===== src/rtl/target_rx_pkg.sv =====
// Shared definitions for the target HDR-DDR receiver: mode codes, CRC token
// and per-mode field lengths. Mode codes match the target serializer.
package target_rx_pkg;

  localparam logic [2:0] MODE_PREAMBLE  = 3'b000;
  localparam logic [2:0] MODE_BYTE      = 3'b011;
  localparam logic [2:0] MODE_PAR_CHECK = 3'b110;
  localparam logic [2:0] MODE_CRC_TOKEN = 3'b010;
  localparam logic [2:0] MODE_CRC_VALUE = 3'b111;

  localparam logic [3:0] CRC_TOKEN = 4'b1100;

  localparam int unsigned LEN_PREAMBLE  = 1;
  localparam int unsigned LEN_BYTE      = 8;
  localparam int unsigned LEN_PAR_CHECK = 2;
  localparam int unsigned LEN_CRC_TOKEN = 4;
  localparam int unsigned LEN_CRC_VALUE = 5;

  typedef struct packed {
    logic       active;
    logic [2:0] last;
  } field_t;

  // Index of the final bit of the field for a mode; inactive for idle codes.
  function automatic field_t field_info(input logic [2:0] mode);
    field_t f;
    f.active = 1'b1;
    f.last   = 3'd0;
    case (mode)
      MODE_PREAMBLE:  f.last = 3'(LEN_PREAMBLE - 1);
      MODE_BYTE:      f.last = 3'(LEN_BYTE - 1);
      MODE_PAR_CHECK: f.last = 3'(LEN_PAR_CHECK - 1);
      MODE_CRC_TOKEN: f.last = 3'(LEN_CRC_TOKEN - 1);
      MODE_CRC_VALUE: f.last = 3'(LEN_CRC_VALUE - 1);
      default:        f = '0;
    endcase
    return f;
  endfunction

endpackage


===== src/rtl/target_rx_if.sv =====
// Signal bundle between the target receiver and its neighbours (SCL generator,
// SDA handler, DDR CCC FSM, register file, CRC block).
interface target_rx_if;
  import target_rx_pkg::*;

  logic       i_sclgen_scl_pos_edge;
  logic       i_sclgen_scl_neg_edge;
  logic       i_sdahnd_tgt_serial_data;
  logic       i_ddrccc_rx_en;
  logic [2:0] i_ddrccc_rx_mode;
  logic [4:0] i_crc_crc_value;
  logic       o_ddrccc_rx_mode_done;
  logic       o_ddrccc_pre;
  logic       o_ddrccc_error;
  logic [7:0] o_regf_rx_parallel_data;
  logic       o_regf_wr_en;
  logic       o_crc_en;
  logic [7:0] o_crc_parallel_data;

  modport slave (
    input  i_sclgen_scl_pos_edge, i_sclgen_scl_neg_edge, i_sdahnd_tgt_serial_data,
           i_ddrccc_rx_en, i_ddrccc_rx_mode, i_crc_crc_value,
    output o_ddrccc_rx_mode_done, o_ddrccc_pre, o_ddrccc_error,
           o_regf_rx_parallel_data, o_regf_wr_en, o_crc_en, o_crc_parallel_data
  );

  modport master (
    output i_sclgen_scl_pos_edge, i_sclgen_scl_neg_edge, i_sdahnd_tgt_serial_data,
           i_ddrccc_rx_en, i_ddrccc_rx_mode, i_crc_crc_value,
    input  o_ddrccc_rx_mode_done, o_ddrccc_pre, o_ddrccc_error,
           o_regf_rx_parallel_data, o_regf_wr_en, o_crc_en, o_crc_parallel_data
  );

endinterface


===== src/rtl/target_rx_parity.sv =====
// Expected HDR-DDR parity for a 16-bit data word: P1 over the odd bits,
// P0 over the even bits inverted. Shared with the transmitter.
module target_rx_parity (
  input  logic [15:0] word_i,
  output logic [1:0]  parity_o
);

  assign parity_o[1] = ^(word_i & 16'hAAAA);
  assign parity_o[0] = ~^(word_i & 16'h5555);

endmodule


===== src/rtl/target_rx.sv =====
// Target HDR-DDR receiver: samples SDA on both SCL edges and checks fields.
// Define TARGET_RX_CRC_CHECK_EN to enable CRC token/value checks and o_crc_en.
module target_rx
  import target_rx_pkg::*;
(
  input  logic        i_sys_clk,
  input  logic        i_sys_rst,
  target_rx_if.slave  rx_if
);

`ifdef TARGET_RX_CRC_CHECK_EN
  localparam logic CRC_CHECK_EN = 1'b1;
`else
  localparam logic CRC_CHECK_EN = 1'b0;
`endif

  logic [2:0]  cnt_q, cnt_d;
  logic [6:0]  shift_q, shift_d;
  logic [2:0]  mode_q;
  logic        byte_num_q, byte_num_d;
  logic [15:0] word_q, word_d;
  logic        pre_q, pre_d;
  logic [7:0]  data_q, data_d;
  logic        done_q, done_d;
  logic        err_q, err_d;
  logic        wr_q, wr_d;
  logic        crc_en_q, crc_en_d;

  logic        sample;
  logic        sda;
  logic [2:0]  mode;
  field_t      fld;
  logic [2:0]  cnt_eff;
  logic [7:0]  shift_nx;
  logic [1:0]  par_exp;

  assign sample   = rx_if.i_sclgen_scl_pos_edge | rx_if.i_sclgen_scl_neg_edge;
  assign sda      = rx_if.i_sdahnd_tgt_serial_data;
  assign mode     = rx_if.i_ddrccc_rx_mode;
  assign fld      = field_info(mode);
  // A mode change drops any partial field: count from zero in the new mode.
  assign cnt_eff  = (mode != mode_q) ? 3'd0 : cnt_q;
  assign shift_nx = {shift_q, sda};

  target_rx_parity u_parity (
    .word_i   (word_q),
    .parity_o (par_exp)
  );

  always_comb begin
    cnt_d      = cnt_q;
    shift_d    = shift_q;
    byte_num_d = byte_num_q;
    word_d     = word_q;
    pre_d      = pre_q;
    data_d     = data_q;
    done_d     = 1'b0;
    err_d      = 1'b0;
    wr_d       = 1'b0;
    crc_en_d   = 1'b0;
    if (!rx_if.i_ddrccc_rx_en || !fld.active) begin
      cnt_d = 3'd0;
    end else begin
      cnt_d = cnt_eff;
      if (mode == MODE_PREAMBLE) byte_num_d = 1'b0;
      if (sample) begin
        shift_d = shift_nx[6:0];
        if (cnt_eff == fld.last) begin
          cnt_d  = 3'd0;
          done_d = 1'b1;
          case (mode)
            MODE_PREAMBLE: pre_d = sda;
            MODE_BYTE: begin
              data_d     = shift_nx;
              wr_d       = 1'b1;
              crc_en_d   = CRC_CHECK_EN;
              byte_num_d = ~byte_num_q;
              if (byte_num_q) word_d[7:0]  = shift_nx;
              else            word_d[15:8] = shift_nx;
            end
            MODE_PAR_CHECK: err_d = (shift_nx[1:0] != par_exp);
            MODE_CRC_TOKEN: err_d = CRC_CHECK_EN & (shift_nx[3:0] != CRC_TOKEN);
            MODE_CRC_VALUE: err_d = CRC_CHECK_EN & (shift_nx[4:0] != rx_if.i_crc_crc_value);
            default: ;
          endcase
        end else begin
          cnt_d = cnt_eff + 3'd1;
        end
      end
    end
  end

  always_ff @(posedge i_sys_clk or negedge i_sys_rst) begin
    if (!i_sys_rst) begin
      cnt_q      <= '0;
      shift_q    <= '0;
      mode_q     <= '0;
      byte_num_q <= 1'b0;
      word_q     <= '0;
      pre_q      <= 1'b0;
      data_q     <= '0;
      done_q     <= 1'b0;
      err_q      <= 1'b0;
      wr_q       <= 1'b0;
      crc_en_q   <= 1'b0;
    end else begin
      cnt_q      <= cnt_d;
      shift_q    <= shift_d;
      mode_q     <= mode;
      byte_num_q <= byte_num_d;
      word_q     <= word_d;
      pre_q      <= pre_d;
      data_q     <= data_d;
      done_q     <= done_d;
      err_q      <= err_d;
      wr_q       <= wr_d;
      crc_en_q   <= crc_en_d;
    end
  end

  assign rx_if.o_ddrccc_rx_mode_done   = done_q;
  assign rx_if.o_ddrccc_pre            = pre_q;
  assign rx_if.o_ddrccc_error          = err_q;
  assign rx_if.o_regf_rx_parallel_data = data_q;
  assign rx_if.o_regf_wr_en            = wr_q;
  assign rx_if.o_crc_en                = crc_en_q;
  assign rx_if.o_crc_parallel_data     = data_q;

endmodule


===== src/flat_wrapper.sv =====
// flat-port wrapper written by rule: the top's interface ports become plain ports
module target_rx_flat import target_rx_pkg::*;
  (i_sys_clk, i_sys_rst, rx_if_i_sclgen_scl_pos_edge, rx_if_i_sclgen_scl_neg_edge, rx_if_i_sdahnd_tgt_serial_data, rx_if_i_ddrccc_rx_en, rx_if_i_ddrccc_rx_mode, rx_if_i_crc_crc_value, rx_if_o_ddrccc_rx_mode_done, rx_if_o_ddrccc_pre, rx_if_o_ddrccc_error, rx_if_o_regf_rx_parallel_data, rx_if_o_regf_wr_en, rx_if_o_crc_en, rx_if_o_crc_parallel_data);
  target_rx_if rx_if_i ();
  input  logic i_sys_clk;
  input  logic i_sys_rst;
  input wire logic [$bits(rx_if_i.i_sclgen_scl_pos_edge)-1:0] rx_if_i_sclgen_scl_pos_edge;
  input wire logic [$bits(rx_if_i.i_sclgen_scl_neg_edge)-1:0] rx_if_i_sclgen_scl_neg_edge;
  input wire logic [$bits(rx_if_i.i_sdahnd_tgt_serial_data)-1:0] rx_if_i_sdahnd_tgt_serial_data;
  input wire logic [$bits(rx_if_i.i_ddrccc_rx_en)-1:0] rx_if_i_ddrccc_rx_en;
  input wire logic [$bits(rx_if_i.i_ddrccc_rx_mode)-1:0] rx_if_i_ddrccc_rx_mode;
  input wire logic [$bits(rx_if_i.i_crc_crc_value)-1:0] rx_if_i_crc_crc_value;
  output wire logic [$bits(rx_if_i.o_ddrccc_rx_mode_done)-1:0] rx_if_o_ddrccc_rx_mode_done;
  output wire logic [$bits(rx_if_i.o_ddrccc_pre)-1:0] rx_if_o_ddrccc_pre;
  output wire logic [$bits(rx_if_i.o_ddrccc_error)-1:0] rx_if_o_ddrccc_error;
  output wire logic [$bits(rx_if_i.o_regf_rx_parallel_data)-1:0] rx_if_o_regf_rx_parallel_data;
  output wire logic [$bits(rx_if_i.o_regf_wr_en)-1:0] rx_if_o_regf_wr_en;
  output wire logic [$bits(rx_if_i.o_crc_en)-1:0] rx_if_o_crc_en;
  output wire logic [$bits(rx_if_i.o_crc_parallel_data)-1:0] rx_if_o_crc_parallel_data;
  assign rx_if_i.i_sclgen_scl_pos_edge = rx_if_i_sclgen_scl_pos_edge;
  assign rx_if_i.i_sclgen_scl_neg_edge = rx_if_i_sclgen_scl_neg_edge;
  assign rx_if_i.i_sdahnd_tgt_serial_data = rx_if_i_sdahnd_tgt_serial_data;
  assign rx_if_i.i_ddrccc_rx_en = rx_if_i_ddrccc_rx_en;
  assign rx_if_i.i_ddrccc_rx_mode = rx_if_i_ddrccc_rx_mode;
  assign rx_if_i.i_crc_crc_value = rx_if_i_crc_crc_value;
  assign rx_if_o_ddrccc_rx_mode_done = rx_if_i.o_ddrccc_rx_mode_done;
  assign rx_if_o_ddrccc_pre = rx_if_i.o_ddrccc_pre;
  assign rx_if_o_ddrccc_error = rx_if_i.o_ddrccc_error;
  assign rx_if_o_regf_rx_parallel_data = rx_if_i.o_regf_rx_parallel_data;
  assign rx_if_o_regf_wr_en = rx_if_i.o_regf_wr_en;
  assign rx_if_o_crc_en = rx_if_i.o_crc_en;
  assign rx_if_o_crc_parallel_data = rx_if_i.o_crc_parallel_data;
  target_rx u_core (.i_sys_clk(i_sys_clk), .i_sys_rst(i_sys_rst), .rx_if(rx_if_i));
endmodule

===== config.mk =====
export PLATFORM = sky130hd
export DESIGN_NAME = target_rx_flat
export DESIGN_NICKNAME = d
export VERILOG_FILES = /design/src/rtl/target_rx_pkg.sv /design/src/rtl/target_rx_if.sv /design/src/rtl/target_rx_parity.sv /design/src/rtl/target_rx.sv /design/src/flat_wrapper.sv
export SDC_FILE = /design/constraint.sdc
export NUM_CORES = 1
export LEC_CHECK = 0
export BUFFER_PORTS_ARGS = -buffer_cell sky130_fd_sc_hd__buf_2
export CAP_MARGIN = 10
export CORE_ASPECT_RATIO = 1.25
export CORE_UTILIZATION = 59
export CTS_BUF_LIST = sky130_fd_sc_hd__clkbuf_16
export CTS_CLUSTER_DIAMETER = 60
export DETAILED_ROUTE_END_ITERATION = 7
export GPL_ROUTABILITY_DRIVEN = 0
export GPL_TIMING_DRIVEN = 0
export PLACE_DENSITY_LB_ADDON = 0.3
export SYNTH_ARGS = -nofsm -noshare
export SYNTH_HDL_FRONTEND = slang
export SYNTH_SLANG_ARGS = --single-unit
export TNS_END_PERCENT = 1

===== constraint.sdc =====
create_clock -name i_sys_clk -period 3.8 [get_ports i_sys_clk]
set_input_delay 1.14 -clock i_sys_clk [delete_from_list [all_inputs] [get_ports i_sys_clk]]
set_output_delay 1.14 -clock i_sys_clk [all_outputs]
set_load 0.01 [all_outputs]

==> flow_results.org <==
** Die
- Once the floorplan was initialized, standard cells occupied 62.6% of the core.
- The die is 67.4 um tall.
- Row count :: 23
- Core region area :: 3220 um^2
- The floorplan step set the die width to 54.3 um.
- Total I/O pin count :: 35
- Full die area :: 3660 um^2

** Logic synthesis
- The mapped netlist covers 2020 um^2.
- Each instance of the synthesized netlist takes up on average 12.8 um^2.
- The largest total area in the synthesized netlist belongs to sky130_fd_sc_hd__dfrtp_1.
- Number of warnings printed during yosys synthesis :: 0
- The cell count after synthesis came out at 157.
- The synthesized netlist contains 33 unique library cells.
- Portion of the post-synthesis area used by sequential elements :: 52.1%
- After synthesis, the cell types taking the most area are sky130_fd_sc_hd__dfrtp_1 (52%), sky130_fd_sc_hd__mux2_2 (9.5%), sky130_fd_sc_hd__mux2_1 (8.4%), sky130_fd_sc_hd__xnor2_1 (7.8%), sky130_fd_sc_hd__buf_4 (3.7%).
- Counting every net in the synthesized netlist gives 172.
- Flops & latches, synth :: 42
- For this run, the leading register cell type out of synthesis is sky130_fd_sc_hd__dfrtp_1.
- Counting flops with a built-in enable in the synthesized netlist gives 0.
- The synthesized design devotes to its leading area cell type 52.1% of total area.
- Ys async rst share :: 100%
- The commonest cells after synthesis are sky130_fd_sc_hd__dfrtp_1 (42), sky130_fd_sc_hd__xnor2_1 (18), sky130_fd_sc_hd__mux2_2 (17).
- Among all cell types in the netlist, the one instantiated most often is sky130_fd_sc_hd__dfrtp_1.

** STA
- Across all hold checks on the routed design, the worst slack comes to 0.517 ns.
- The smallest clock period supported by the final layout is computed as 2.75 ns.
- Slew headroom :: 39.8%
- Static timing analysis puts the maximum clock frequency at 0.364 GHz.
- RSZ-0062 raised after global routing :: false
- Final count of negative-setup-slack endpoints :: 0
- Across the routed clock network, the largest skew measured is 0.00246 ns.
- Worst Max-Slew Pin Slew :: 0.903 ns
- The worst path uses 72.3% of the clock period.
- In the final timing run, aggregate negative setup slack is 0 ns.
- After layout, the worst setup slack is 1.05 ns.
- The max-slew violation total from the final report came to 0.
- The number of hold violations in the final report was 0.

** Finish
- Cells with a size suffix above 1 make up 36.5% of the layout.
- In the final design database the tool counted 207 nets.
- The repair_antennas step left the layout with diodes totalling 0.
- The area growth from synthesis to layout is 15.9%.

** Placement
- Buffers placed on the I/O ports in this run total 28.
- Post-detailed-placement half-perimeter wirelength :: 2650 um
- Worst Setup Slack post-DPL :: 0.799 ns

** Setup path
- CP Launch Type :: input port
- Cells on worst reg2reg path :: 5
- In this run the worst setup path begins at rx_if_i_ddrccc_rx_mode[1].
- Critical register-to-register path endpoint :: u_core.word_q[9]
- Biggest fanout along the worst timing path :: 10
- The worst register-to-register path begins at u_core.cnt_q[1].
- Data on the critical path arrives at its endpoint at 2.91 ns.
- Data required time of the worst path :: 3.96 ns
- Flop2flop setup slack :: 1.76 ns
- Type of the worst setup path :: input port to flip-flop
- The worst setup path is captured at a flip-flop.

** Pwr
- Across the VDD grid, the largest voltage drop is 367 uV.
- Proportion of power drawn by flip-flops and latches :: 51.7%
- The share of total power dissipated in combinational logic is 9.8%.
- Ratio of total power to cell area :: 438 nW/um^2
- Internal power comes to 775 uW.
- The clock network is responsible for 38.5% of the overall power.
- Leakage dissipation :: 0.00123 uW
- Summed over all nets, the switching power comes to 250 uW.
- Proportion of total power due to net switching :: 24.4%

** Min path
- Counting instances, the worst hold path has a depth of 1.
- The worst hold path belongs to the class flip-flop to flip-flop.
- Hold Path Origin :: u_core.rx_if.o_ddrccc_pre
- Terminating pin of the worst hold path :: u_core.rx_if.o_ddrccc_pre

** Routing
- Total via count in the routed design :: 1285
- DRT Wirelength :: 3740 um
- Vias per inst :: 5.61
- First-pass detailed-route iteration total :: 6
- Average wire length per cell after detail routing :: 16.3 um
- Count of unresolved DRC violations after routing :: 0
- DRT antenna net count :: 0
- DRT iter0 DRCs :: 24

** Job
- Max-cap violations in this run came to 0.

** Status
- The flow ran to the end, and the final reports show no timing, DRC or antenna violations.

** Clocking
- After clock tree synthesis, the clock-pin slew on the worst setup and hold paths is 0.06 ns.
- Clock tree buffer depth :: 2
- The clock drives 42 sinks.
- TritonCTS clock tree :: yes
- TritonCTS buffer count :: 5
- Number of instances resized during post-cts repair :: 0
- Root Buffer :: sky130_fd_sc_hd__clkbuf_16
- H-Tree Level Count :: 2
- Hold-fix buffers, CTS :: 0
- Post-CTS timing repair inserted 0 buffers for setup.
- Clk Latency, worst-skew pair :: 0.28 ns

** Global route
- Global route total overflow :: 0
- Number of antenna violations at the first check in global routing :: 0
- Maximum number of pins on one net before global-route repair :: 43
- First-pass GRT wire length :: 5940 um
- The number of global-route vias before repair is 1313.
- Global routing used 23.4% of the available tracks across all layers.
-- flip-flops by register name (all words and copies together), names as in the netlist --
name                                flops
u_core.rx_if.o_ddrccc_rx_mode_done      1
u_core.byte_num_q                       1
u_core.shift_q                          7
u_core.rx_if.o_crc_parallel_data        8
u_core.rx_if.o_ddrccc_error             1
u_core.mode_q                           3
u_core.word_q                          16
u_core.rx_if.o_regf_wr_en               1
u_core.cnt_q                            3
u_core.rx_if.o_ddrccc_pre               1
-- layer usage --
layer / global-route usage (%) / share of wire (%) / vias up
li1: - / - / 593
met1: 24.8 / 39 / 654
met2: 43.4 / 56 / 29
met3: 6.08 / 3.2 / 9
met4: 7.69 / 1.4 / 0
met5: 0 / 0 / -
-- through the flow --
| stage | std cells | util [%] | cell area (um^2) | power [uW] |
|---|---|---|---|---|
| finish | 229 | 72.6 | 2340 | 1030 |
| global route | 229 | 72.6 | 2340 | 1070 |
| CTS | 229 | 72.6 | 2340 | 1030 |
| detailed placement | 222 | 68.4 | 2200 | 639 |
| global placement | 222 | 68.4 | 2200 | 630 |
| floorplan | 157 | - | 2020 | 589 |
-- kinds of logic after synthesis --
| kind of cell | after synthesis | share of synthesized area (%) |
|---|---|---|
| AOI/OAI and AO/OA | 12 | 5.15 |
| adders and majority gates | 1 | 0.620 |
| and+or+nand+nor | 31 | 9.80 |
| other | 1 | 0.186 |
| DFF | 42 | 52.1 |
| muxes | 32 | 17.9 |
| xor gates and xnor gates | 21 | 9.12 |
| buffers and inverters | 17 | 5.15 |
-- layout by cell type, fill, tap and decap left out, drive strengths merged, types with 3 or more instances in the layout --
master / netlist / final
a21oi: 3 / 3
buf: 13 / 41
clkbuf: 1 / 6
dfrtp: 42 / 42
inv: 3 / 3
mux2: 32 / 32
nand2: 6 / 6
nor2: 6 / 6
nor3: 5 / 5
o21a: 3 / 3
xnor2: 18 / 18
xor2: 3 / 3
-- power groups by stage --
stage | combinational, uW | clock [uW] | sequential, uW
after floorplan | 68.8 | 0 | 520
after global placement | 95.9 | 0 | 535
after detailed placement | 101 | 0 | 538
after CTS | 101 | 401 | 530
after global routing | 110 | 419 | 537
final | 100 | 395 | 530
-- worst max path at each step --
| stage | end | cells past startpoint |
|---|---|---|
| floorplan | u_core.word_q[8] | 6 |
| global route | u_core.word_q[9] | 8 |
| global placement | u_core.word_q[14] | 8 |
| finish | u_core.word_q[9] | 8 |
| CTS | u_core.word_q[10] | 8 |
| detailed placement | u_core.word_q[10] | 8 |
-- cell type report --
class | instances | area [um^2]
clock inverter | 2 | 10.0
clock buffer | 5 | 125
sequential | 42 | 1050
fill | 235 | 885
inverter | 3 | 11.3
multi-input combinational | 98 | 862
timing repair buffer | 28 | 140
buffer | 14 | 92.6
tap | 37 | 46.3
-- worst max-delay path, cell delays in order --
cell	delay, ns
sky130_fd_sc_hd__buf_2	0.10
sky130_fd_sc_hd__buf_2	0.19
sky130_fd_sc_hd__xnor2_1	0.19
sky130_fd_sc_hd__and3_1	0.17
sky130_fd_sc_hd__clkbuf_1	0.27
sky130_fd_sc_hd__o211ai_2	0.20
sky130_fd_sc_hd__nor2_4	0.27
sky130_fd_sc_hd__mux2_2	0.38
Power figures use the tool's default switching activity.
